==> src/rtl/intra_score_gen.sv <==
// intra_score_gen: turns a stream of signed residual samples (NUM_SAMPLES per
// candidate mode, modes 0..9 in order) into ten parallel rate-distortion
// scores: score[m] = (SSE_m << SSE_SHIFT) + lambda * rate_m.
// Optional feature macro: INTRA_SCORE_MODE_MASK_EN adds a per-block mode mask;
// masked-off modes report the maximum positive score.
module intra_score_gen #(
  parameter int SSE_SHIFT   = 8,
  parameter int NUM_SAMPLES = 16
) (
  input  logic        clk,
  input  logic        rstn,
  input  logic        start,
  input  logic [15:0] lambda,
  input  logic        in_valid,
  output logic        in_ready,
  input  logic [8:0]  in_diff,
  input  logic [15:0] in_rate,
  output logic        busy,
  output logic        out_valid,
  input  logic        out_ready,
`ifdef INTRA_SCORE_MODE_MASK_EN
  input  logic [9:0]  mode_mask,
`endif
  output logic [63:0] score0,
  output logic [63:0] score1,
  output logic [63:0] score2,
  output logic [63:0] score3,
  output logic [63:0] score4,
  output logic [63:0] score5,
  output logic [63:0] score6,
  output logic [63:0] score7,
  output logic [63:0] score8,
  output logic [63:0] score9
);

  localparam int          NUM_MODES = 10;
  localparam logic [3:0]  LAST_BEAT = 4'(NUM_SAMPLES - 1);
  localparam logic [3:0]  LAST_MODE = 4'(NUM_MODES - 1);
  localparam logic [63:0] SCORE_MAX = 64'h7FFF_FFFF_FFFF_FFFF;

  typedef enum logic [1:0] {
    ST_IDLE,
    ST_ACC,
    ST_DONE
  } state_e;

  state_e      state_q, state_d;
  logic [20:0] sse_q;
  logic [3:0]  beat_cnt_q;
  logic [3:0]  mode_cnt_q;
  logic [15:0] lambda_q;
  logic [63:0] score_q [NUM_MODES];
`ifdef INTRA_SCORE_MODE_MASK_EN
  logic [9:0]  mask_q;
`endif

  logic               start_fire;
  logic               beat_fire;
  logic               last_beat;
  logic               last_mode;
  logic signed [8:0]  diff_s;
  logic signed [17:0] sq_s;
  logic [20:0]        sse_sum;
  logic [31:0]        rate_term;
  logic [63:0]        score_calc;

  // Handshake qualifiers are decoded from the state register, not from the
  // in_ready output, so the FSM next-state logic has no feedback through it.
  assign start_fire = (state_q == ST_IDLE) && start;
  assign beat_fire  = (state_q == ST_ACC) && in_valid;
  assign last_beat  = beat_fire && (beat_cnt_q == LAST_BEAT);
  assign last_mode  = (mode_cnt_q == LAST_MODE);

  // Square of a 9-bit signed sample is at most 65536, so the 18-bit signed
  // product is never negative and zero-extends safely into the 21-bit SSE.
  assign diff_s     = in_diff;
  assign sq_s       = diff_s * diff_s;
  assign sse_sum    = sse_q + {3'b000, sq_s};
  assign rate_term  = lambda_q * in_rate;
  assign score_calc = ({43'd0, sse_sum} << SSE_SHIFT) + {32'd0, rate_term};

  // State register.
  always_ff @(posedge clk or negedge rstn) begin
    // NOTE: sequential state uses non-blocking assignments so every register
    // samples pre-edge values regardless of block evaluation order.
    if (!rstn) state_q <= ST_IDLE;
    else       state_q <= state_d;
  end

  // Next-state and handshake outputs.
  always_comb begin
    // NOTE: every output gets a default first so no path leaves a value
    // unassigned, which would otherwise infer a latch.
    state_d   = state_q;
    in_ready  = 1'b0;
    busy      = 1'b0;
    out_valid = 1'b0;
    unique case (state_q)
      ST_IDLE: begin
        if (start) state_d = ST_ACC;
      end
      ST_ACC: begin
        in_ready = 1'b1;
        busy     = 1'b1;
        if (last_beat && last_mode) state_d = ST_DONE;
      end
      ST_DONE: begin
        busy      = 1'b1;
        out_valid = 1'b1;
        if (out_ready) state_d = ST_IDLE;
      end
      default: state_d = ST_IDLE;
    endcase
  end

  // Per-block parameters and accumulation counters.
  always_ff @(posedge clk or negedge rstn) begin
    if (!rstn) begin
      sse_q      <= '0;
      beat_cnt_q <= '0;
      mode_cnt_q <= '0;
      lambda_q   <= '0;
`ifdef INTRA_SCORE_MODE_MASK_EN
      mask_q     <= '0;
`endif
    end else if (start_fire) begin
      sse_q      <= '0;
      beat_cnt_q <= '0;
      mode_cnt_q <= '0;
      lambda_q   <= lambda;
`ifdef INTRA_SCORE_MODE_MASK_EN
      mask_q     <= mode_mask;
`endif
    end else if (beat_fire) begin
      if (last_beat) begin
        sse_q      <= '0;
        beat_cnt_q <= '0;
        mode_cnt_q <= last_mode ? 4'd0 : mode_cnt_q + 4'd1;
      end else begin
        sse_q      <= sse_sum;
        beat_cnt_q <= beat_cnt_q + 4'd1;
      end
    end
  end

  // Score bank: the current mode's slot is written on its last beat and held
  // otherwise, so scores stay stable through DONE and across blocks.
  always_ff @(posedge clk or negedge rstn) begin
    // NOTE: the score bank is a register array with a visible reset value,
    // so it is reset explicitly; it cannot be mapped to a RAM macro.
    if (!rstn) begin
      for (int m = 0; m < NUM_MODES; m++) score_q[m] <= '0;
    end else if (last_beat) begin
      for (int m = 0; m < NUM_MODES; m++) begin
        if (mode_cnt_q == 4'(m)) begin
`ifdef INTRA_SCORE_MODE_MASK_EN
          score_q[m] <= mask_q[m] ? score_calc : SCORE_MAX;
`else
          score_q[m] <= score_calc;
`endif
        end
      end
    end
  end

  assign score0 = score_q[0];
  assign score1 = score_q[1];
  assign score2 = score_q[2];
  assign score3 = score_q[3];
  assign score4 = score_q[4];
  assign score5 = score_q[5];
  assign score6 = score_q[6];
  assign score7 = score_q[7];
  assign score8 = score_q[8];
  assign score9 = score_q[9];

endmodule
==> config.mk <==
export PLATFORM = sky130hd
export DESIGN_NAME = intra_score_gen
export DESIGN_NICKNAME = d
export VERILOG_FILES = /design/src/rtl/intra_score_gen.sv
export SDC_FILE = /design/constraint.sdc
export NUM_CORES = 1
export LEC_CHECK = 0
export ABC_AREA = 0
export CAP_MARGIN = 10
export CORE_AREA = 2 2 268 270
export CTS_CLUSTER_SIZE = 40
export DETAILED_ROUTE_END_ITERATION = 12
export DIE_AREA = 0 0 270 272
export PLACE_DENSITY = 0.67
export SLEW_MARGIN = 20
export SYNTH_ARGS = -nofsm -noshare
export SYNTH_HDL_FRONTEND = slang
export SYNTH_SLANG_ARGS = --single-unit
==> constraint.sdc <==
create_clock -name clk -period 14.08 [get_ports clk]
set_input_delay 2.816 -clock clk [delete_from_list [all_inputs] [get_ports clk]]
set_output_delay 2.816 -clock clk [all_outputs]
set_load 0.01 [all_outputs]
---- Yosys cells after proc, flatten, opt, wreduce, memory -nomap -nowiden ----
Index checks and enable logic that the tools add are counted.
storage, ports and cells
  flip-flop bits (word level) ............. 687
  input bits .............................. 46
  output and inout port bits .............. 643
  word-level logic and storage cells ...... 74
cells by class
  add/sub/neg operators ................... 4
  multiply operators ...................... 2
  equality and inequality tests ........... 15
  muxes and demuxes ....................... 17
  reduce and logical (&&, ||, !) cells .... 21
operators by type and width
  kind                                           count
  two-way mux 21 bit                             3
  adder 29 x 32 -> 33 bit                        1
  multiplier 16 x 16 -> 32 bit                   1
  two-way mux 4 bit                              7
  AND reduction 2 bit                            11
  adder 21 x 18 -> 21 bit                        1
  multiplier 9 x 9 -> 18 bit                     1
  == test 4 x 3 -> 1 bit, second input constant  4
  == test 4 bit, second input constant           3
  adder 4 x 1 -> 4 bit, second input constant    2
  == test 4 x 2 -> 1 bit, second input constant  2
  two-way mux 2 bit                              3
  case mux 2 bit (3 select lines)                1
  == test 4 x 1 -> 1 bit, second input constant  1
  logical AND 1 bit                              4
  zero test 4 bit                                1
  != test 2 bit, second input constant           2
  nonzero test 2 bit                             2
  two-way mux 1 bit                              3
  AND reduction 3 bit                            1
  == test 2 x 1 -> 1 bit, second input constant  1
  == test 2 bit, second input constant           1
  zero test 2 bit                                1
  != test 2 x 1 -> 1 bit, second input constant  1
  OR reduction 2 bit                             1

---- Longest topological paths before layout ----
Gate-level depths: netlist of the first run.
  depth in word-level cells ............... 6
  depth in mapped cells ................... 41
  gate-level depth less buffers ........... 39

---- Worst setup path after synthesis of the first run ----
Ideal clock, no wire load.
  path kind ............................... input port to flip-flop
  start ................................... in in_diff[2]
  end ..................................... reg score_q, in the netlist score0[32]
  library setup time ...................... 0.137 ns
  data arrival time ....................... 11.204 ns
  required time ........................... 13.943 ns
  path slack .............................. 2.740 ns
  cell stages on the path ................. 34
  path buffers ............................ 1
  cell sequence ........................... clkbuf_1 -> nand2_1 -> fa_1 -> inv_1 -> fa_1 -> inv_1 -> fa_1 -> inv_1 -> fa_1 -> ha_1 -> ha_1 -> xnor2_1 -> ha_1 -> or3_1 -> a311oi_1 -> nor2_1 -> a21oi_1 -> o21bai_1 -> xor2_1 -> ha_1 -> fa_1 -> inv_1 -> fa_1 -> fa_1 -> inv_1 -> ha_1 -> and3_1 -> and4_1 -> nand3_1 -> o31ai_2 -> o22a_2 -> nor3_2 -> a311oi_4 -> o21ai_0
between the ends
  cells in the longest elaborated chain, start to end .. 3
ends and longest elaborated chain
  what                           line  RTL
  start, declared                16    input logic [8:0] in_diff,
  multiplier 9 x 9 -> 18 bit     77    assign sq_s = diff_s * diff_s;
  adder 21 x 18 -> 21 bit        78    assign sse_sum = sse_q + {3'b000, sq_s};
  adder 29 x 32 -> 33 bit        80    assign score_calc = ({43'd0, sse_sum} << SSE_SHIFT) + {32'd0, rate_term};
  end signal, assigned by index  159   score_q[m] <= score_calc;
  end, declared                  52    logic [63:0] score_q [NUM_MODES];
Every way passes these cells.
A chain may end at the register's enable or synchronous reset.

---- Final worst setup path of the first run ----
  start ................................... in in_diff[6]
  end ..................................... reg score_q, in the netlist score2[29]
The elaborated chain is that of the path after synthesis.

==> results of run 1 <==
-- layout by cell type (no fill, tap or decap), types with 5 or more instances in the layout --
cell type        netlist  final
nor2b_1               17     17
a22o_1                20     20
a21o_1                21     21
xor2_1                24     23
clkbuf_16              0     43
clkbuf_8               0     13
dfrtp_1              377    377
clkinv_2               0      7
buf_4                310     27
o31ai_1               10     10
inv_1                327    327
nand3_1               18     14
nand2_1              454    448
nand2_2                0      6
mux2_2                80     80
nand2b_1               5      5
nor3_1                11     10
o211ai_1               5      5
xnor2_1               41     40
a31oi_1                6      6
and3_1                10     10
mux2i_1               11     11
and2_1               114    114
ha_1                 174    174
clkdlybuf4s50_1        0    377
or2_2                  5      5
conb_1                 1    310
nor2_1                65     65
o21ai_0              291    291
or3_1                  5      5
nand4_1                7      7
o21bai_1              11     11
o21a_1                 8      8
a21oi_1               75     75
clkbuf_1             110      5
fa_1                 273    273
-- worst max-delay path by stage --
stage / from / endpoint / cells after the start
6_report: in_diff[6] / score2[29]$_DFFE_PN0P_ / 35
5_1_grt: in_diff[8] / score8[32]$_DFFE_PN0P_ / 33
4_1_cts: in_diff[8] / score2[29]$_DFFE_PN0P_ / 31
3_5_place_dp: in_diff[8] / score8[29]$_DFFE_PN0P_ / 31
3_3_place_gp: in_diff[6] / score7[29]$_DFFE_PN0P_ / 35
2_1_floorplan: in_diff[2] / score0[32]$_DFFE_PN0P_ / 34
-- per-stage QoR --
step	hold WS, ps	worst slack, ps	std cells
3_3_place_gp	460	1490	4172
2_1_floorplan	464	2740	3241
3_5_place_dp	469	1210	4172
5_1_grt	491	1190	4250
6_report	477	1810	4250
4_1_cts	481	1830	4250
-- cell families (layout without fill, tap and decap cells) --
kind of cell	Yosys count	in the layout	share of synthesized area, %
adder cells (fa/ha/maj)	447	447	26.7
multiplexers	92	92	3.58
flip-flops	377	377	33.0
buffers and inverters	752	811	13.9
XOR/XNOR	66	66	2.05
AO/OA/AOI/OAI	480	480	9.66
AND/OR/NAND/NOR	717	717	11.1
other	1	310	0.0131
-- cell usage after synthesis, drive strengths merged, types with 25 or more instances --
cell type    n
a21oi       76
and2       114
buf        315
clkbuf     110
dfrtp      377
fa         273
ha         174
inv        327
mux2        80
nand2      454
nor2        65
o21ai      293
xnor2       41
xor2        25
-- registers in the layout, summed over array words and instances (netlist names), 4 cells and up --
name        count
score9         33
score0         33
score4         33
lambda_q       16
score6         33
score7         33
score3         33
score1         33
sse_q          21
mode_cnt_q      4
score2         33
beat_cnt_q      4
score5         33
score8         33
-- final cells by class --
class,instances,share of cell area [%]
well taps,950,3.52
flip-flops and latches,377,27.9
clock buffers,61,3.77
repair buffers,406,11.9
clock inverters,17,0.637
multi-input cells,2112,48.6
inverters,327,3.64
-- worst min-delay path: stages (launching register included) --
cell and delay (ps):
dfrtp_1 340, nand2_1 50, o31ai_1 50
-- layer usage --
metal  up-vias  routed length (um)
li1       9404                   -
met1     10200               31700
met2       566               39700
met3       113                4600
met4         4                2230
met5         -                  23
==> impl_results.md, run 1 <==
- GRT met1 Usage: roughly a quarter
- TritonCTS clock tree: done
- CP peak stage delay: about 660 ps
- Die Y: 272 um
- Core area: roughly 71000 um2
- Layout Nets: roughly 3800
- Post-CTS sizing: 0
- Slack of the worst reg-to-reg path: approximately 7000 ps
- Hold WC Path Type: reg2reg
- Post-Syn Instances: about 2900
- Worst Hold Launch: score1[22]$_DFFE_PN0P_
- Die width: approximately 270 um
- WP buf/inv: 7
- Num rows: between 90 and 100
- WHS Path Cells: 2
- Status: finished clean
- Final Hold Fails: 0
- I/O Buffers: around 380
- Vias per std cell: around 4.8
- Worst EP arrival: approximately 13000 ps
- Post-synth cell types: just under 60
- Ys async rst share: 100%
- Gr usage total: 21.1%
- Area leader, netlist: dfrtp_1
- Crit path max fanout: 10
- Root Driver: clkbuf_16
- Final period util: roughly 87%
- DP Wirelength: 59500 um
- Seq cells post-synth: approximately 380
- Total wire length: approximately 80000 um
- Yosys warning total: 0
- Worst Reg-to-Reg Cells: 21
- Max Slew Vio Count: 0
- Largest net degree at the start of global routing: around 180
- Synth Flop Type: dfrtp_1
- DRC: 0
- Critical Path Sink Type: flip-flop
- Final Cell Area: approximately 34000 um2
- GRT Residual Overflow: 0
- GRT busiest layer: met2
- Max-cap violations: 0
- Post-CTS Setup Repair Bufs: 0
- First-pass GRT wire length: around 120000 um
- Fmax achieved: 0.0815 GHz
- Antenna cells: 0
- Post-synth EDFFs: 0
- CP dominant cell by count: fa_1
- Worst-Skew Late Latency: 590 ps
- Fillers: between 6000 and 7000
- Met2 GRT Util: a little under two fifths
- Grt met3 use: under 10%
- Routed vias: 20300
- Setup_tns: 0 ps
- FF-to-FF Start: lambda_q[5]$_DFFE_PN0P_
- Num Clock Sinks: roughly 380
- I/O pins: 689
- Share of the synthesized area in the top cell type: approximately 33%
- Starting DRT DRC Count: roughly 1300
- CP max stage cell: clkdlybuf4s50_1
- CP required: ~15000 ps
- Unrepaired setup endpoints after global routing: false
- Min Clock Period, post-route: about 12000 ps
- Initial antenna violation count: 2
- TritonCTS Buffers: 43
- Die area: approximately 73000 um2
- # H-tree levels: 2
- Initial core utilization: between 40% and 50%
- Layout cells sized above 1: under 10%
- Reg2Reg Capture Point: score2[29]$_DFFE_PN0P_
- # setup viols final: 0
- Clk_skew: between 40 and 50 ps
- Final Core Density: between 40% and 50%
- Clock tree buffer depth: 3
- Placed inst area: around 32000 um2
- Routed wire per std cell: roughly 18 um
- Routed Antenna Nets: 0
- Startpoint types: input pin
- Mapped Area: between 20000 and 30000 um2
- Post-CTS Hold Buffers: 0
- Vias in the first global route: between 15000 and 20000
- Placer congestion estimate: a little under 0.9
- Drt pass-1 iters: 5
- Area of the multi-input gates: approximately 16000 um2
- Worst-Margin Slew: just over 1000 ps
- Slew Limit Headroom: 30.7%
- Synth top area cells: dfrtp_1, fa_1, buf_4, ha_1, nand2_1
- Layout area overhead: 18.0%
- Hold Path Sink: score1[22]$_DFFE_PN0P_
- Top Family by Delay on Critical Path: adder cells
- CTS clk-pin slew, worst paths: 60 ps
- CP Class: in2reg
- Sequential fraction of the synthesis area: 33.0%
- Syn Area/Cell: 9.76 um2
- FF/Latch Area: around 9400 um2
Power of run 1 is not shown: default switching activity piles up to over one toggle a cycle in this logic, so the estimate is an artifact.
==> run 2, diff against run 1 <==
Settings changed: ABC_AREA 0 to not set.
==> results of run 2 <==
The final DEF is identical to that of run 1; final timing and power are the same.
Power of run 2 is left out for the same reason.
==> run 3, diff against run 2 <==
Settings changed: GPL_TIMING_DRIVEN set to 1.
==> results of run 3 <==
The final DEF is identical to that of run 1; final timing and power are the same.
Power of run 3 is left out for the same reason.
